`config.mk`:
```
export PLATFORM = sky130hd
export DESIGN_NAME = calc_alu_n_flat
export DESIGN_NICKNAME = d
export VERILOG_FILES = /design/src/rtl/calc_alu_n_if.sv /design/src/rtl/calc_alu_n.sv /design/src/flat_wrapper.sv
export SDC_FILE = /design/constraint.sdc
export NUM_CORES = 2
export LEC_CHECK = 0
export ABC_AREA = 1
export CORE_MARGIN = 4
export CORE_UTILIZATION = 50
export DETAILED_ROUTE_END_ITERATION = 8
export PLACE_DENSITY = 0.72
export SLEW_MARGIN = 20
export SYNTH_ARGS = -nofsm -noshare
export SYNTH_HDL_FRONTEND = slang
export SYNTH_SLANG_ARGS = --single-unit
```
`constraint.sdc`:
```
create_clock -name ap_clk -period 10.3 [get_ports ap_clk]
set_clock_uncertainty 0.05 [all_clocks]
set_input_delay 1.545 -clock ap_clk [delete_from_list [all_inputs] [get_ports ap_clk]]
set_output_delay 1.545 -clock ap_clk [all_outputs]
set_load 0.01 [all_outputs]
```
`src/rtl/calc_alu_n_if.sv`:
```
// Block-level ap_* handshake and operand/result bundle
// for the calc_alu_n compute leaf.
interface calc_alu_n_if #(
  parameter int W = 32
);
  logic         ap_start;
  logic         ap_done;
  logic         ap_idle;
  logic         ap_ready;
  logic [W-1:0] a;
  logic [W-1:0] b;
  logic [1:0]   op;
  logic [W-1:0] thresh;
  logic [W-1:0] ap_return;
  logic [1:0]   ap_flags;

  modport master (
    output ap_start, a, b, op, thresh,
    input  ap_done, ap_idle, ap_ready,
    input  ap_return, ap_flags
  );

  modport slave (
    input  ap_start, a, b, op, thresh,
    output ap_done, ap_idle, ap_ready,
    output ap_return, ap_flags
  );
endinterface

```
`src/rtl/calc_alu_n.sv`:
```
// Signed W-bit add/sub/mul unit with legacy threshold mode
// and a fixed-latency multiply path.
module calc_alu_n #(
  parameter int W       = 32,
  parameter int MUL_LAT = 2
) (
  input  logic         ap_clk,
  input  logic         ap_rst,
  calc_alu_n_if.slave  bus
);

  typedef enum logic [1:0] {
    S_IDLE,
    S_EXEC,
    S_MUL,
    S_DONE
  } state_t;

  localparam int CW =
    (MUL_LAT > 1) ? $clog2(MUL_LAT) : 1;
  localparam logic [CW-1:0] LAST =
    CW'(MUL_LAT - 1);

  state_t r_state;
  state_t w_next;

  logic signed [W-1:0] r_a;
  logic signed [W-1:0] r_b;
  logic signed [W-1:0] r_th;
  logic [1:0]          r_op;
  logic [CW-1:0]       r_cnt;
  logic [W-1:0]        r_ret;
  logic [1:0]          r_flags;

  logic signed [W-1:0]   w_s;
  logic                  w_ovf_s;
  logic                  w_gt;
  logic                  w_take_sum;
  logic [2*W-1:0]        w_prod;
  logic [W:0]            w_phi;
  logic                  w_ovf_m;
  logic                  w_mul_last;
  logic                  w_is_sub;

  assign w_is_sub = (r_op == 2'b10);
  assign w_s = w_is_sub ? (r_a - r_b)
                        : (r_a + r_b);

  // Overflow: operands agree in sign (add) or differ (sub)
  // and the wrapped result flips away from a's sign.
  assign w_ovf_s =
    ((r_a[W-1] ^ r_b[W-1]) == w_is_sub) &&
    (w_s[W-1] != r_a[W-1]);

  assign w_gt = (w_s > r_th);

  always_comb begin
    w_take_sum = 1'b0;
    unique case (1'b1)
      (r_op == 2'b01): w_take_sum = 1'b1;
      (r_op == 2'b10): w_take_sum = 1'b1;
      (r_op == 2'b00): w_take_sum = w_gt;
      (r_op == 2'b11): w_take_sum = 1'b0;
      default:         w_take_sum = 1'b0;
    endcase
  end

  assign w_prod =
    {{W{r_a[W-1]}}, r_a} * {{W{r_b[W-1]}}, r_b};
  assign w_phi   = w_prod[2*W-1:W-1];
  assign w_ovf_m = !((&w_phi) || !(|w_phi));

  assign w_mul_last =
    (r_state == S_MUL) && (r_cnt == LAST);

  always_comb begin
    w_next = r_state;
    unique case (r_state)
      S_IDLE:
        if (bus.ap_start) w_next = S_EXEC;
      S_EXEC:
        w_next = w_take_sum ? S_DONE : S_MUL;
      S_MUL:
        if (w_mul_last) w_next = S_DONE;
      S_DONE:
        w_next = S_IDLE;
      default:
        w_next = S_IDLE;
    endcase
  end

  always_ff @(posedge ap_clk) begin
    if (ap_rst) begin
      r_state <= S_IDLE;
      r_a     <= '0;
      r_b     <= '0;
      r_th    <= '0;
      r_op    <= '0;
      r_cnt   <= '0;
      r_ret   <= '0;
      r_flags <= '0;
    end else begin
      r_state <= w_next;
      if (r_state == S_IDLE && bus.ap_start) begin
        r_a  <= bus.a;
        r_b  <= bus.b;
        r_op <= bus.op;
        r_th <= bus.thresh;
      end
      if (r_state == S_MUL && !w_mul_last)
        r_cnt <= r_cnt + 1'b1;
      else
        r_cnt <= '0;
      if (r_state == S_EXEC && w_take_sum) begin
        r_ret   <= w_s;
        r_flags <= {(r_op == 2'b00), w_ovf_s};
      end else if (w_mul_last) begin
        r_ret   <= w_prod[W-1:0];
        r_flags <= {1'b0, w_ovf_m};
      end
    end
  end

  assign bus.ap_done   = (r_state == S_DONE);
  assign bus.ap_ready  = (r_state == S_DONE);
  assign bus.ap_idle   =
    (r_state == S_IDLE) && !bus.ap_start;
  assign bus.ap_return = r_ret;
  assign bus.ap_flags  = r_flags;

endmodule

```
`src/flat_wrapper.sv`:
```
// flat-port wrapper written by rule: the top's interface ports become plain ports
module calc_alu_n_flat 
#(
  parameter int W       = 32,
  parameter int MUL_LAT = 2
)
  (ap_clk, ap_rst, bus_ap_start, bus_a, bus_b, bus_op, bus_thresh, bus_ap_done, bus_ap_idle, bus_ap_ready, bus_ap_return, bus_ap_flags);
  calc_alu_n_if #(.W(W)) bus_i ();
  input  logic ap_clk;
  input  logic ap_rst;
  input wire logic [$bits(bus_i.ap_start)-1:0] bus_ap_start;
  input wire logic [$bits(bus_i.a)-1:0] bus_a;
  input wire logic [$bits(bus_i.b)-1:0] bus_b;
  input wire logic [$bits(bus_i.op)-1:0] bus_op;
  input wire logic [$bits(bus_i.thresh)-1:0] bus_thresh;
  output wire logic [$bits(bus_i.ap_done)-1:0] bus_ap_done;
  output wire logic [$bits(bus_i.ap_idle)-1:0] bus_ap_idle;
  output wire logic [$bits(bus_i.ap_ready)-1:0] bus_ap_ready;
  output wire logic [$bits(bus_i.ap_return)-1:0] bus_ap_return;
  output wire logic [$bits(bus_i.ap_flags)-1:0] bus_ap_flags;
  assign bus_i.ap_start = bus_ap_start;
  assign bus_i.a = bus_a;
  assign bus_i.b = bus_b;
  assign bus_i.op = bus_op;
  assign bus_i.thresh = bus_thresh;
  assign bus_ap_done = bus_i.ap_done;
  assign bus_ap_idle = bus_i.ap_idle;
  assign bus_ap_ready = bus_i.ap_ready;
  assign bus_ap_return = bus_i.ap_return;
  assign bus_ap_flags = bus_i.ap_flags;
  calc_alu_n #(.W(W), .MUL_LAT(MUL_LAT)) u_core (.ap_clk(ap_clk), .ap_rst(ap_rst), .bus(bus_i));
endmodule
```
# Yosys cells after proc, flatten, opt, wreduce, memory -nomap -nowiden
# Index checks and enable logic that the tools add are counted.
[classes]
shift = 0
addsub = 3
reduce_logical = 19
mux = 10
n_eq_ne = 9
n_div = 0
n_lt_le_gt_ge = 1
multipliers = 1
bitwise = 2
[ops]
columns = ["op", "n"]
rows = [
  ["$mux 32", 3],
  ["$mul 32x32->64", 1],
  ["$reduce_and 33->1", 1],
  ["$reduce_or 33->1", 1],
  ["$add 32x32->32", 1],
  ["$gt 32x32->1", 1],
  ["$sub 32x32->32", 1],
  ["$mux 2", 4],
  ["$pmux 2 s4", 1],
  ["$eq 2x2->1 const B", 3],
  ["$logic_and 1x1->1", 6],
  ["$eq 2x1->1 const B", 2],
  ["$logic_not 1->1", 4],
  ["$logic_not 2->1", 2],
  ["$reduce_or 2->1", 2],
  ["$ne 2x1->1 const B", 1],
  ["$ne 2x2->1 const B", 1],
  ["$pmux 1 s2", 1],
  ["$reduce_and 2->1", 1],
  ["$reduce_bool 2->1", 1],
  ["$add 1x1->1 const B", 1],
  ["$eq 1x1->1", 1],
  ["$logic_or 1x1->1", 1],
  ["$mux 1", 1],
  ["other kinds (3)", 3],
]
[totals]
out_inout_bits = 37
latch_bits = 0
ram_bits = 0
mem_bits_ro = 0
regBits = 135
memories = 0

# Logic depth before layout (Yosys ltp)
[depth]
ltp_word = 7
mapped_depth = 43
ltp_nobuf = 42

# Worst setup path before layout
# OpenSTA, ideal clock, no wires.
[synth_timing]
path_kind = "reg-to-reg"
startpoint = "reg u_core.r_a[31]"
endpoint = "reg u_core.r_flags[0] (netlist: u_core.bus.ap_flags[0])"
period_less_slack_ps = 7696
path_slack_ps = 2604
stages_incl_launch_ff = 36
setup_time_ps = 109
arrival_time_ps = 7537
n_path_buf = 2
cell_sequence = "dfxtp_1 > clkbuf_1 > clkbuf_1 > nand2_1 > inv_1 > fa_1 > fa_1 > inv_1 > fa_1 > inv_1 > fa_1 > inv_1 > fa_1 > fa_1 > fa_1 > fa_1 > inv_1 > ha_1 > nand2_1 > nor2_1 > and2_1 > nand2_1 > nor3_2 > nand2_1 > nand3_1 > nand2_1 > nand2_1 > nand2_1 > nor2_1 > nand2_1 > nor2_1 > nand2_1 > nand2_1 > nand3_1 > nand2_1 > inv_1"
[synth_via]
elab_chain_cells = 7
[synth_lines]
columns = ["item", "line_no", "rtl"]
rows = [
  ["start: declaration", "calc_alu_n.sv:27", "logic signed [W-1:0] r_a;"],
  ["start signal: assignment", "calc_alu_n.sv:105", "r_a <= bus.a;"],
  ["$mul 32x32->64", "calc_alu_n.sv:69", "{{W{r_a[W-1]}}, r_a} * {{W{r_b[W-1]}}, r_b};"],
  ["$reduce_or 33->1", "calc_alu_n.sv:71", "assign w_ovf_m = !((&w_phi) || !(|w_phi));"],
  ["$logic_not 1->1", "calc_alu_n.sv:71", ""],
  ["$logic_or 1x1->1", "calc_alu_n.sv:71", ""],
  ["$logic_not 1->1", "calc_alu_n.sv:71", ""],
  ["$mux 2", "calc_alu_n.sv:117", "end else if (w_mul_last) begin"],
  ["$mux 2", "calc_alu_n.sv:114", "if (r_state == S_EXEC && w_take_sum) begin"],
  ["end signal: assignment", "calc_alu_n.sv:116", "r_flags <= {(r_op == 2'b00), w_ovf_s};"],
  ["end signal: assignment", "calc_alu_n.sv:119", "r_flags <= {1'b0, w_ovf_m};"],
  ["end: declaration", "calc_alu_n.sv:33", "logic [1:0] r_flags;"],
]
# Parallel ways exist; a longest one is shown, timed or not. The select of a mux whose other input is x is not followed.
# A chain may end at the register's enable or synchronous reset.

# Final worst setup path
# Same ends and word-level chain as after synthesis.

==> summary.md <==
| Metric | Value |
|---|---|
| Die Wd | `314.3 um` |
| Cell count after synthesis | `6129` |
| Postcts setup bufs | `0` |
| Crit path time final | `8.718 ns` |
| Cts repair resizes | `0` |
| Core Area | `93190 sq um` |
| Commonest non-fill, non-tap cell in the layout | `nand2_1` |
| Synth warn | `0` |
| Die Ht | `314.3 um` |
| Die area | `98770 sq um` |
| Flops & latches, synth | `135` |
| Post-synth cell types | `52` |
| Input/output buffers | `137` |
| Iteration-0 DRC Markers | `3760` |
| Initial antenna violation count | `2` |
| Worst hold path class | `reg2reg` |
| CTS Buf Count | `17` |
| Post-route DRC | `0` |
| Worst Tran Pin Value | `1.173 ns` |
| First-pass GRT wire length | `roughly 230000 um` |
| Prevailing post-synth register cell | `dfxtp_1` |
| FMAX | `114.7 MHz` |
| Max-slew violation count | `0` |
| Syn Area/Cell | `7.653 sq um` |
| Final hold vios | `0` |
| Clock tree sinks | `about 140` |
| Overflow after GRT | `0` |
| Synthesis-to-finish area growth | `6.624%` |
| Vias | `between 30000 and 40000` |
| Required time worst endpoint | `10.62 ns` |
| H-tree Lvls | `4` |
| Slowest stage delay, CP | `about 0.68 ns` |
| CTS tree | `built` |
| Gpl congestion | `1.017` |
| Net count, final | `7515` |
| Mapped Area | `46900 sq um` |
| Antenna Nets Post-Route | `0` |
| DP HPWL | `125000 um` |
| Post-synth EDFFs | `0` |
| CP arrival | `9.04 ns` |
| Sequential area share after synthesis | `5.762%` |
| CP endpoint kind | `register` |
| Per-cell routed wire length | `20.03 um` |
| CTS Root Cell | `clkbuf_16` |
| Post-synth ARST share | `0%` |
| Global Route Usage Sum | `30.86%` |
| Crit Path Class | `reg2reg` |
| Pin count of the biggest net entering global routing | `89` |
| Worst-path clk slew | `0.08 ns` |
| Slew Limit Headroom | `21.71%` |
| Initial DRT Pass Iterations | `6` |
| Final worst-path cycle share | `around 85%` |
| Vias in the first global route | `around 40000` |
| Clock Path Buffers | `2` |
| Post-CTS Hold Buffers | `0` |
| Syn_nets | `7571` |
| Starting Density | `50.33%` |
| RSZ-0062 raised after global routing | `false` |
| Setup TNS | `0 ns` |
| I/O Pins | `138` |
| Max-cap violations | `0` |
| Critical path's slowest cell | `fa_1` |
| Final WL | `147100 um` |
| Status | `completed` |
| Routed vias/inst | `5.306` |
| FP Rows | `about 110` |
| Proportion of layout cells with a drive suffix above 1 | `3.894%` |
| Worst-path fanout max | `28` |
| Startpoint Class | `register` |
| Clock Latency Late Sink | `0.47 ns` |
| Setup Viol. Count Final | `0` |
| Filler cells | `8781` |
| Commonest cells after routing, fill and taps aside | `nand2_1, inv_1, fa_1` |
| Most common cell on crit path | `nand2_1` |
-- layer usage --
layer	track usage, %	up-vias	share of wire [%]
li1	-	17400	-
met1	42.40	19490	40
met2	49.18	1759	46
met3	6.293	301	10
met4	10.38	0	4.0
met5	0	-	0
-- registers in the layout (all words and copies together) (netlist names) --
name	count
u_core.r_b	32
u_core.r_op	2
u_core.bus.ap_flags	2
u_core.r_cnt	1
u_core.bus.ap_return	32
u_core.r_th	32
u_core.r_a	32
u_core.r_state	2
-- kinds of logic after synthesis --
kind of cell    share of synthesized area, %
simple gates                           19.84
buf+inv                                15.23
fa+ha+maj                              53.11
compound gates                         4.063
flops                                  5.762
xor+xnor                               1.995
-- synth_stat cells, drive strengths merged (33+ instances only) --
library cell,instances,area (sq um)
buf,59,274.0
ha,258,3228
inv,1579,5927
o21ai,152,760.7
dfxtp,135,2703
xor2,76,673.2
nand3,171,885.8
nand4,33,212.7
clkbuf,248,930.9
nand2,1739,6568
fa,1083,21680
a21oi,156,792.0
nor2,283,1147
-- critical path: cells and delay by family (launching register included) --
kind | cells | cell delay, ns
adders and majority gates | 9 | 4.66
buffers and inverters | 7 | 1.47
DFF | 1 | 0.50
and+or+nand+nor | 18 | 1.93
-- area by class of cell --
class | instances | area [sq um] | area share [%]
multi-input combinational | 4105 | 37060 | 74.11
inverter | 1582 | 5938 | 11.87
sequential | 135 | 2704 | 5.407
timing repair buffer | 232 | 2110 | 4.218
tap | 1254 | 1569 | 3.137
clock buffer | 17 | 425.4 | 0.8507
clock inverter | 15 | 196.4 | 0.3928
antenna | 1 | 2.502 | 0.005004
-- path summary, 6_finish.rpt --
path / startpoint / to / slack [ns] / cells after the start
worst max-delay path: u_core.r_a[31] / u_core.bus.ap_flags[0] / 1.58 / 34
worst min-delay path: u_core.r_cnt / u_core.r_cnt / 0.41 / 1
worst max register to register: u_core.r_a[31] / u_core.bus.ap_flags[0] / 1.58 / 34
worst min register to register: u_core.r_cnt / u_core.r_cnt / 0.41 / 1
-- through the flow --
stage,instance area (sq um),instances,worst slack (ns),hold WS (ns),util (%)
floorplan,46900,6129,2.604,0.3709,-
global placement,49380,7308,1.677,0.3855,52.99
detailed placement,49380,7308,1.550,0.3960,52.99
CTS,50010,7340,1.508,0.4143,53.66
global route,50010,7340,0.9100,0.4367,53.66
finish,50010,7341,1.582,0.4148,53.66
Power is left out: the tool's default activity adds up to more than one toggle a clock period on the data nets, which glitch-free logic cannot reach.
